--- config.mk ---
export PLATFORM = sky130hd
export DESIGN_NAME = tdc_capture_ctrl
export DESIGN_NICKNAME = d
export VERILOG_FILES = /design/src/rtl/tdc_capture_ctrl.sv
export SDC_FILE = /design/constraint.sdc
export NUM_CORES = 1
export LEC_CHECK = 0
export BUFFER_PORTS_ARGS = -buffer_cell sky130_fd_sc_hd__buf_4
export CAP_MARGIN = 20
export CORE_MARGIN = 3
export CORE_UTILIZATION = 43
export CTS_CLUSTER_DIAMETER = 120
export CTS_CLUSTER_SIZE = 20
export DETAILED_ROUTE_END_ITERATION = 8
export GPL_TIMING_DRIVEN = 1
export PLACE_DENSITY = 0.68
export SLEW_MARGIN = 20
export SYNTH_ARGS = -nofsm -noshare
export SYNTH_HDL_FRONTEND = slang
export SYNTH_SLANG_ARGS = --single-unit
export TNS_END_PERCENT = 100
--- constraint.sdc ---
create_clock -name clk -period 3.2 [get_ports clk]
set_input_delay 0.64 -clock clk [delete_from_list [all_inputs] [get_ports clk]]
set_output_delay 0.64 -clock clk [all_outputs]
set_load 0.05 [all_outputs]
--- src/rtl/tdc_capture_ctrl.sv ---
// tdc_capture_ctrl: launches one TDC delay line, captures and synchronises its taps,
// thermometer-encodes each sample and sums 2^AVG_LOG2 samples per measurement.
// Optional macro TDC_BUBBLE_FILTER_EN adds a 3-tap majority bubble filter ahead of the encoder.
module tdc_capture_ctrl #(
  parameter int N           = 64,
  parameter int SYNC_STAGES = 2,
  parameter int AVG_LOG2    = 2,
  localparam int OUT_W      = $clog2(N + 1)
) (
  input  logic                      clk,
  input  logic                      rst_n,
  input  logic                      arm_i,
  input  logic [N-1:0]              taps_i,
  output logic                      launch_o,
  output logic                      busy_o,
  output logic [OUT_W+AVG_LOG2-1:0] sum_o,
  output logic                      valid_o,
  output logic                      overflow_o
);

  localparam int SUM_W  = OUT_W + AVG_LOG2;
  localparam int CNT_W  = AVG_LOG2 + 1;
  localparam int SCNT_W = (SYNC_STAGES > 1) ? $clog2(SYNC_STAGES) : 1;
  localparam logic [CNT_W-1:0]  LAST_SAMPLE = CNT_W'((1 << AVG_LOG2) - 1);
  localparam logic [SCNT_W-1:0] LAST_SYNC   = SCNT_W'(SYNC_STAGES - 1);

  typedef enum logic [2:0] {IDLE, LAUNCH, SYNC, ACC, DONE} state_t;

  state_t             state_q, state_d;
  logic [CNT_W-1:0]   cnt_q;
  logic [SCNT_W-1:0]  scnt_q;
  logic [SUM_W-1:0]   acc_q, acc_next;
  logic               ovf_q, ovf_next;
  logic [N-1:0]       cap_q;
  logic [N-1:0]       sync_q [SYNC_STAGES];
  logic [N-1:0]       enc_in;
  logic [OUT_W-1:0]   code;

  // State register.
  always_ff @(posedge clk or negedge rst_n) begin
    if (!rst_n) state_q <= IDLE;
    else        state_q <= state_d;
  end

  // Next-state decode plus the state-derived status outputs.
  always_comb begin
    state_d = state_q;
    busy_o  = (state_q != IDLE);
    valid_o = (state_q == DONE);
    case (state_q)
      IDLE:    if (arm_i) state_d = LAUNCH;
      LAUNCH:  state_d = SYNC;
      SYNC:    if (scnt_q == LAST_SYNC) state_d = ACC;
      ACC:     state_d = (cnt_q == LAST_SAMPLE) ? DONE : LAUNCH;
      DONE:    state_d = IDLE;
      default: state_d = IDLE;
    endcase
  end

  // Launch edge is registered so the delay-line input never glitches.
  always_ff @(posedge clk or negedge rst_n) begin
    if (!rst_n) launch_o <= 1'b0;
    else        launch_o <= (state_d == LAUNCH);
  end

  // Capture flop closes with the LAUNCH cycle; the chain behind it shifts every cycle
  // so the last stage holds that capture exactly when the FSM reaches ACC.
  always_ff @(posedge clk or negedge rst_n) begin
    if (!rst_n) begin
      cap_q <= '0;
      for (int i = 0; i < SYNC_STAGES; i++) sync_q[i] <= '0;
    end else begin
      if (state_q == LAUNCH) cap_q <= taps_i;
      sync_q[0] <= cap_q;
      for (int i = 1; i < SYNC_STAGES; i++) sync_q[i] <= sync_q[i-1];
    end
  end

`ifdef TDC_BUBBLE_FILTER_EN
  // Pad below with 1 and above with 0 so the line ends behave like a clean thermometer.
  logic [N+1:0] ext;
  assign ext = {1'b0, sync_q[SYNC_STAGES-1], 1'b1};

  // Majority of each tap and its two neighbours removes isolated bubbles.
  always_comb begin
    enc_in = '0;
    for (int i = 0; i < N; i++)
      enc_in[i] = (ext[i] & ext[i+1]) | (ext[i] & ext[i+2]) | (ext[i+1] & ext[i+2]);
  end
`else
  assign enc_in = sync_q[SYNC_STAGES-1];
`endif

  // Code is one above the highest set tap, zero when the line is empty.
  always_comb begin
    code = '0;
    for (int i = 0; i < N; i++)
      if (enc_in[i]) code = OUT_W'(i + 1);
  end

  assign acc_next = acc_q + SUM_W'(code);
  assign ovf_next = ovf_q | enc_in[N-1];

  // Sample counting and accumulation; the result registers load on the final ACC so
  // they are already new during the DONE strobe.
  always_ff @(posedge clk or negedge rst_n) begin
    if (!rst_n) begin
      acc_q      <= '0;
      ovf_q      <= 1'b0;
      cnt_q      <= '0;
      scnt_q     <= '0;
      sum_o      <= '0;
      overflow_o <= 1'b0;
    end else begin
      case (state_q)
        IDLE: if (arm_i) begin
          acc_q <= '0;
          ovf_q <= 1'b0;
          cnt_q <= '0;
        end
        LAUNCH: scnt_q <= '0;
        SYNC:   scnt_q <= scnt_q + 1'b1;
        ACC: begin
          acc_q <= acc_next;
          ovf_q <= ovf_next;
          cnt_q <= cnt_q + 1'b1;
          if (cnt_q == LAST_SAMPLE) begin
            sum_o      <= acc_next;
            overflow_o <= ovf_next;
          end
        end
        default: ;
      endcase
    end
  end

endmodule

Word level (Yosys, flattened, before mapping)
Index checks and enable logic that the tools add are counted.
{"block": "totals", "in_bits": 67, "output_inout_bits": 13, "ff_bits": 220, "elab_cells": 103}
{"block": "op_classes", "n_eq_ne": 7, "add_sub_neg": 3, "muxes": 75, "reduce_logical": 6, "bitwise": 1}
{"operator": "7-bit two-way mux", "count": 58}
{"operator": "3-bit two-way mux", "count": 7}
{"operator": "9-bit case mux with 2 select lines", "count": 1}
{"operator": "3-bit case mux with 4 select lines", "count": 1}
{"operator": "9-bit by 7-bit adder with 9-bit output", "count": 1}
{"operator": "3-bit by 2-bit == test with 1-bit output (second input constant)", "count": 3}
{"operator": "9-bit two-way mux", "count": 1}
{"operator": "3-bit by 1-bit == test with 1-bit output (second input constant)", "count": 2}
{"operator": "3-bit case mux with 2 select lines", "count": 1}
{"operator": "2-bit two-way mux", "count": 2}
{"operator": "1-bit case mux with 2 select lines", "count": 2}
{"operator": "2-bit AND reduction", "count": 2}
{"operator": "2-bit nonzero test", "count": 2}
{"operator": "3-bit by 1-bit adder with 3-bit output (second input constant)", "count": 1}
{"operator": "3-bit == test (second input constant)", "count": 1}
{"operator": "3-bit zero test", "count": 1}
{"operator": "3-bit nonzero test", "count": 1}
{"operator": "1-bit two-way mux", "count": 2}
{"operator": "2-bit != test (second input constant)", "count": 1}
{"operator": "1-bit adder (second input constant)", "count": 1}
{"operator": "1-bit OR", "count": 1}

Longest topological paths before layout
Gate-level depths: netlist (run 1).
{"block": "logic_depth", "ltp_word": 66, "ltp_mapped": 13}

Worst setup path after synthesis (run 1)
OpenSTA, ideal clock, no wires.
{"block": "synth_path", "path_type": "flip-flop to flip-flop", "start": "register sync_q (netlist bit enc_in[39])", "end": "register sum_o[6]", "arrival_time_ns": 2.859, "setup_slack_ns": 0.217, "path_stages_with_launch": 14, "cell_sequence": "dfrtp_1 > nor2b_1 > or4_2 > nor2_1 > o2111ai_1 > o221ai_1 > ha_1 > inv_1 > fa_1 > nor2b_1 > o31a_1 > o31a_1 > a21oi_1 > mux2_2"}
{"block": "synth_via", "elab_chain_len": 26}
{"element": "from (decl)", "line": "35", "text": "logic [N-1:0] sync_q [SYNC_STAGES];"}
{"element": "7-bit two-way mux (25 in series)", "line": "98", "text": "if (enc_in[i]) code = OUT_W'(i + 1);"}
{"element": "9-bit by 7-bit adder with 9-bit output", "line": "101", "text": "assign acc_next = acc_q + SUM_W'(code);"}
{"element": "to (signal assigned)", "line": "128", "text": "sum_o <= acc_next;"}
{"element": "to (decl)", "line": "16", "text": "output logic [OUT_W+AVG_LOG2-1:0] sum_o,"}
Every way passes these cells.
A chain may end at the register's enable or synchronous reset.

Worst setup path in the final report (run 1)
{"block": "layout_path", "start": "register sync_q (netlist bit enc_in[8])", "end": "register acc_q[8]"}
{"block": "layout_via", "elab_chain_len": 58}
{"element": "7-bit two-way mux (56 in series)", "line": "98"}
{"element": "9-bit by 7-bit adder with 9-bit output", "line": "101"}
{"element": "9-bit case mux with 2 select lines", "line": "115", "text": "case (state_q)"}
{"element": "to (signal assigned)", "line": "124", "text": "acc_q <= acc_next;"}
{"element": "to (decl)", "line": "32", "text": "logic [SUM_W-1:0] acc_q, acc_next;"}
Every way passes these cells.

==> results.cfg, run 1 <==
[run_status]
status = finished, final reports clean

[setup_path]
path_max_fanout = 5
start_kind = register
crit_path_frequent_cell = o211ai_1
crit_cells = 12
critical_path_arrival_ps = 3420
path_cells = or4_4 > o211ai_1 > a21oi_1 > o21ai_1 > a31oi_1 > ha_1 > o21a_1 > o31a_1 > o31a_1 > buf_4 > o211ai_1 > o211ai_1
cp.required_ps = 3550
cp_slowest_cell = or4_4
max_stage_delay_ps = 530
path_class = reg2reg
ff2ff_path_depth = 12
cp_num_buf_inv = 1
setup.worst_path.end_class = register
path_delay_family = compound AO/OA/AOI/OAI gates

[routing]
drt-vias-per-instance = 5.16
top_layer = met4
drt_iter0_markers = 261
drc = 0
first_pass_iters = 4
met3_length_um = 655
vias = 4467
wl_per_cell_um = 16.4
wl_um = 14200
met1_length_um = 6280
met2_length_um = 7010
ant_nets = 0

[pwr]
p_int_mw = 6.38
switching_share_pct = 33.2
pwr-share-clk_pct = 17.4
seq_power_share_pct = 53.3
p_per_area_mw_per_mm2 = 1030
peakVddDrop_mv = 0.693
power.leakage_nw = 4.03
combPwrFrac_pct = 29.2
power.switching_mw = 3.17

[yosys]
yosys.cell_types.count = 57
syn_area_mm2 = 0.00784
synth_edf_count = 0
synth_top_area_cell = dfrtp_1
synth-seq-area-share_pct = 70.2
synth_top_flop_cell = dfrtp_1
synth_nets = 621
synthTopCellsByArea = dfrtp_1 (70%), mux2_2 (9.6%), ha_1 (1.4%), nor2_1 (1.4%), a21oi_1 (1.3%)
synth_top_area_share_pct = 70.2
ys_async_sr_fraction_pct = 100
syn-mean-instance-area_um2 = 14.4
ys_warn_count = 0
synthCells = 544
synth-seq-cells = 220

[hold_path]
hold_path.class = in2async

[clocking]
cts.path.max_buffers = 3
clkLatencyLatePin_ps = 470
clock_sinks = 220
cts-root-buf = clkbuf_16
cts_tree = done
htreeDepth = 1
clkTransAtPathRegs_ps = 90
cts_made_buffers = 14

[finish]
nets = 718
num_antenna_cells = 0
fin_area_mm2 = 0.00928
final_common_cell = dfrtp_1
mostFrequentLayoutCells = dfrtp_1 (219), buf_4 (92), mux2_2 (67)
fillCellCount = 1463
drive_gt1_share_pct = 32.2
syn2layout_area_growth_pct = 18.4

[floorplan]
rows = 48
core_area_mm2 = 0.0176
num_io_pins = 80
initial_utilization_pct = 44.5
fp.dieW_um = 141
die_y_um = 141
dieArea_mm2 = 0.0199

[job]
max_cap_viol_count = 0

[sta]
worst_pin_slew_ps = 998
max_freq_ghz = 0.326
maxSlewHeadroom_pct = 33.4
maxSlewViolCount = 0
fin_skew_ps = 20.9
fin_crit_sh_pct = 95.9
setup_viol = 0
period_minus_slack_ps = 3070
hold_viol_final = 0
setup_tns_ps = 0
rsz0062_at_grt = yes

[global_route]
grt_max_degree = 82
antenna_found_initial = 0
grt_util_all_layers_pct = 14.3
grt_pass1_wl_um = 23400
grt_pass1_vias = 4750
grt.overflow.total = 0

[placement]
place_congestion = 0.862
placed_cell_area_mm2 = 0.00876
portBuffers = 79
dp_hpwl_um = 9710
## kinds of logic after synthesis
group | share of synthesized area (%)
AOI/OAI and AO/OA | 7.98
xor gates and xnor gates | 0.447
adders and majority gates | 1.69
buffers and inverters | 1.68
DFF | 70.2
muxes | 9.75
and+or+nand+nor | 8.21
## cell type report
cell class / instances / area, µm² / share of cell area [%]
inverters: 17 / 63.8 / 0.687
multi-input cells: 293 / 2310 / 24.9
repair buffers: 95 / 744 / 8.02
flip-flops and latches: 220 / 5510 / 59.3
clock buffers: 15 / 375 / 4.04
well taps: 225 / 282 / 3.03
## final timing paths
kind                                         endpoint                 start  slack (ps)
worst min register to register   enc_in[30]$_DFF_PN0_  sync_q[94]$_DFF_PN0_         340
min in group clk                 enc_in[30]$_DFF_PN0_  sync_q[94]$_DFF_PN0_         340
worst min-delay path            cap_q[15]$_DFFE_PN0P_                 rst_n         200
max in group asynchronous        sync_q[68]$_DFF_PN0_                 rst_n        2270
worst max register to register   acc_q[8]$_DFFE_PN0P_   enc_in[8]$_DFF_PN0_         130
worst max-delay path             acc_q[8]$_DFFE_PN0P_   enc_in[8]$_DFF_PN0_         130
## power groups by stage
stage	clock network (mW)	logic, mW	registers, mW
2_1_floorplan	0	1.77	5.01
3_3_place_gp	0	2.53	5.06
3_5_place_dp	0	2.61	5.12
4_1_cts	1.73	2.68	5.08
5_1_grt	1.84	3.07	5.29
6_report	1.66	2.79	5.09
## registers in the layout, summed over array words and instances (netlist names)
register	count
scnt_q	1
cap_q	64
ovf_q	1
enc_in	64
launch_o	1
acc_q	9
state_q	3
sum_o	9
overflow_o	1
cnt_q	3
sync_q	64
## cells in the mapped netlist (2+ instances only)
library cell,number
a211oi_1,2
buf_2,12
a21o_1,2
nand2b_1,6
or4_1,7
o211ai_1,7
o21a_1,4
a22o_1,5
or2_2,2
nor2b_1,7
and3_1,2
nor3b_1,2
nand4_1,3
ha_1,9
a31oi_1,2
o31ai_1,3
a21oi_1,21
o31a_1,3
o21bai_1,3
a2111o_1,2
a211o_1,2
inv_1,16
nand3_1,4
xor2_1,3
nor3_1,14
o21ai_0,21
dfrtp_1,220
nor4_1,15
mux2_2,67
nor2_1,29
nand2_1,23
## through the flow
step | hold WS (ps) | setup WS (ps) | utilization [%] | power (mW) | cells
after floorplan | 331 | 217 | - | 6.78 | 544
after global placement | 338 | 61.8 | 49.8 | 7.59 | 844
after detailed placement | 335 | -46.7 | 49.8 | 7.73 | 844
after CTS | 226 | 8.76 | 52.1 | 9.48 | 861
after global routing | 247 | -13.9 | 52.8 | 10.2 | 865
final | 205 | 131 | 52.8 | 9.54 | 865
## metal layers
metal	up-vias	global-route usage, %
met3	12	2.27
met1	2240	19.9
met4	0	3.57
met2	92	23.7
met5	-	0
li1	2123	-
## worst reg2reg max path: cells and delay by family (launching register included)
| family | cells | cell delay, ps |
|---|---|---|
| AOI/OAI and AO/OA | 9 | 1450 |
| and+or+nand+nor | 1 | 530 |
| DFF | 1 | 410 |
| adders and majority gates | 1 | 400 |
| buffers and inverters | 1 | 150 |
## timing repair
item	4_1_cts	5_1_grt
hold buffers	0	0
gates resized for setup	6	16
buffers inserted	2	4
pin swaps	5	13
hold endpoints to repair	0	0
setup endpoints to repair	3	7
Power figures use the tool's default switching activity.
==> inputs of run 2 (changes only) <==
Settings changed: CELL_PAD_IN_SITES_DETAIL_PLACEMENT from default to 1, CELL_PAD_IN_SITES_GLOBAL_PLACEMENT from default to 2, CORE_UTILIZATION 43 to 37, PLACE_DENSITY 0.68 to 0.78.
==> results.cfg, run 2 (same netlist as run 1, synthesis figures left out) <==
[run_status]
status = finished, final reports clean

[setup_path]
path_class = reg2reg
setup.worst_path.end_class = register
ff2ff_path_depth = 11
r2r_end = sum_o[6]$_DFFE_PN0P_
critical_path_arrival_ps = 3430
cp.required_ps = 3570
reg2reg_from = enc_in[42]$_DFF_PN0_
worst-r2r-setup-slack_ps = 140
path_max_fanout = 3
start_kind = register

[floorplan]
dieArea_mm2 = 0.0230
fp.dieW_um = 152
num_io_pins = 80
die_y_um = 152
core_area_mm2 = 0.0205
rows = 52
initial_utilization_pct = 38.2

[global_route]
grt_util_all_layers_pct = 14.0
grt_pass1_wl_um = 26000
antenna_found_initial = 0
grt_pass1_vias = 5087
grt_max_degree = 88
grt.overflow.total = 0

[sta]
maxSlewViolCount = 0
fin_crit_sh_pct = 95.7
setup_viol = 0
rsz0062_at_grt = yes
period_minus_slack_ps = 3060
worst_pin_slew_ps = 708
hold_viol_final = 0
fin_skew_ps = 18.0
maxSlewHeadroom_pct = 52.8
max_freq_ghz = 0.327

[clocking]
cts_tree = done
cts.path.max_buffers = 3
clock_sinks = 220
clkTransAtPathRegs_ps = 90
htreeDepth = 1
cts_made_buffers = 14
cts_hold_buf = 0
cts-root-buf = clkbuf_16
clkLatencyLatePin_ps = 470

[finish]
final_common_cell = dfrtp_1
fin_area_mm2 = 0.00934
num_antenna_cells = 0
multiInputGateArea_mm2 = 0.00230
mostFrequentLayoutCells = dfrtp_1 (218), buf_4 (93), mux2_2 (67)
seq_area_mm2 = 0.00551
syn2layout_area_growth_pct = 19.2
drive_gt1_share_pct = 32.3
fillCellCount = 2089
nets = 719

[routing]
drc = 0
vias = 4512
drt-vias-per-instance = 4.95
drt_iter0_markers = 195
wl_per_cell_um = 17.1
ant_nets = 0
first_pass_iters = 4
wl_um = 15600

[hold_path]
hold_path.class = in2async

[pwr]
p_per_area_mw_per_mm2 = 1030
totalPowerFinal_mw = 9.63
power.leakage_nw = 4.03
peakVddDrop_mv = 0.382

[placement]
portBuffers = 79
dp_hpwl_um = 11100
placed_cell_area_mm2 = 0.00883
place_congestion = 0.803

[job]
max_cap_viol_count = 0
[run 2: worst max-delay path: stages, from the launching register on]
cell and delay (ps):
dfrtp_1 420, or4_4 530, a2111oi_4 400, o21a_1 220
a311o_2 150, fa_2 240, nor2b_4 50, o31a_1 290
buf_4 140, o21ai_0 150, a21oi_1 100, mux2_2 260
[run 2: final cells by class]
| class | instances | share of cell area [%] |
|---|---|---|
| well taps | 270 | 3.62 |
| inverters | 17 | 0.683 |
| clock buffers | 15 | 4.02 |
| repair buffers | 96 | 8.05 |
| multi-input cells | 293 | 24.7 |
| flip-flops and latches | 220 | 59.0 |
[run 2: how the worst max path moves through the flow]
stage	start	endpoint	slack, ps	cells after the start
4_1_cts	enc_in[8]$_DFF_PN0_	acc_q[8]$_DFFE_PN0P_	4	11
2_1_floorplan	enc_in[39]$_DFF_PN0_	sum_o[6]$_DFFE_PN0P_	220	13
5_1_grt	enc_in[4]$_DFF_PN0_	sum_o[6]$_DFFE_PN0P_	-30	13
3_5_place_dp	enc_in[39]$_DFF_PN0_	sum_o[6]$_DFFE_PN0P_	-60	13
3_3_place_gp	enc_in[39]$_DFF_PN0_	sum_o[6]$_DFFE_PN0P_	50	13
6_report	enc_in[42]$_DFF_PN0_	sum_o[6]$_DFFE_PN0P_	140	11
[run 2: layer usage]
metal,vias to the layer above,track usage [%],wire length (µm)
met5,-,0,0
met4,0,2.96,240
met3,19,1.99,505
met2,70,24.4,7900
met1,2316,18.7,6930
li1,2107,-,-
[run 2: power by group]
part	total (mW)	leakage (nW)	internal (mW)	switching, mW
clock	1.67	0.185	0.833	0.839
sequential	5.12	2.58	4.18	0.934
combinational	2.84	1.26	1.38	1.46
total	9.63	4.03	6.39	3.24
[run 2: timing repair]
item	CTS	global route
gates cloned	0	0
resized for setup	8	15
pin swaps	5	7
endpoints found under the setup margin	5	10
buffers inserted	1	4
[run 2: per-stage QoR]
step	TNS, ps	utilization (%)	cells	worst slack (ps)	hold WS [ps]
after floorplan	0	-	544	217	331
after global placement	0	43.1	891	52.2	337
after detailed placement	-136	43.1	891	-61.0	336
after CTS	0	45.1	907	4.26	242
after global routing	-26.9	45.6	911	-25.1	254
final	0	45.6	911	137	213
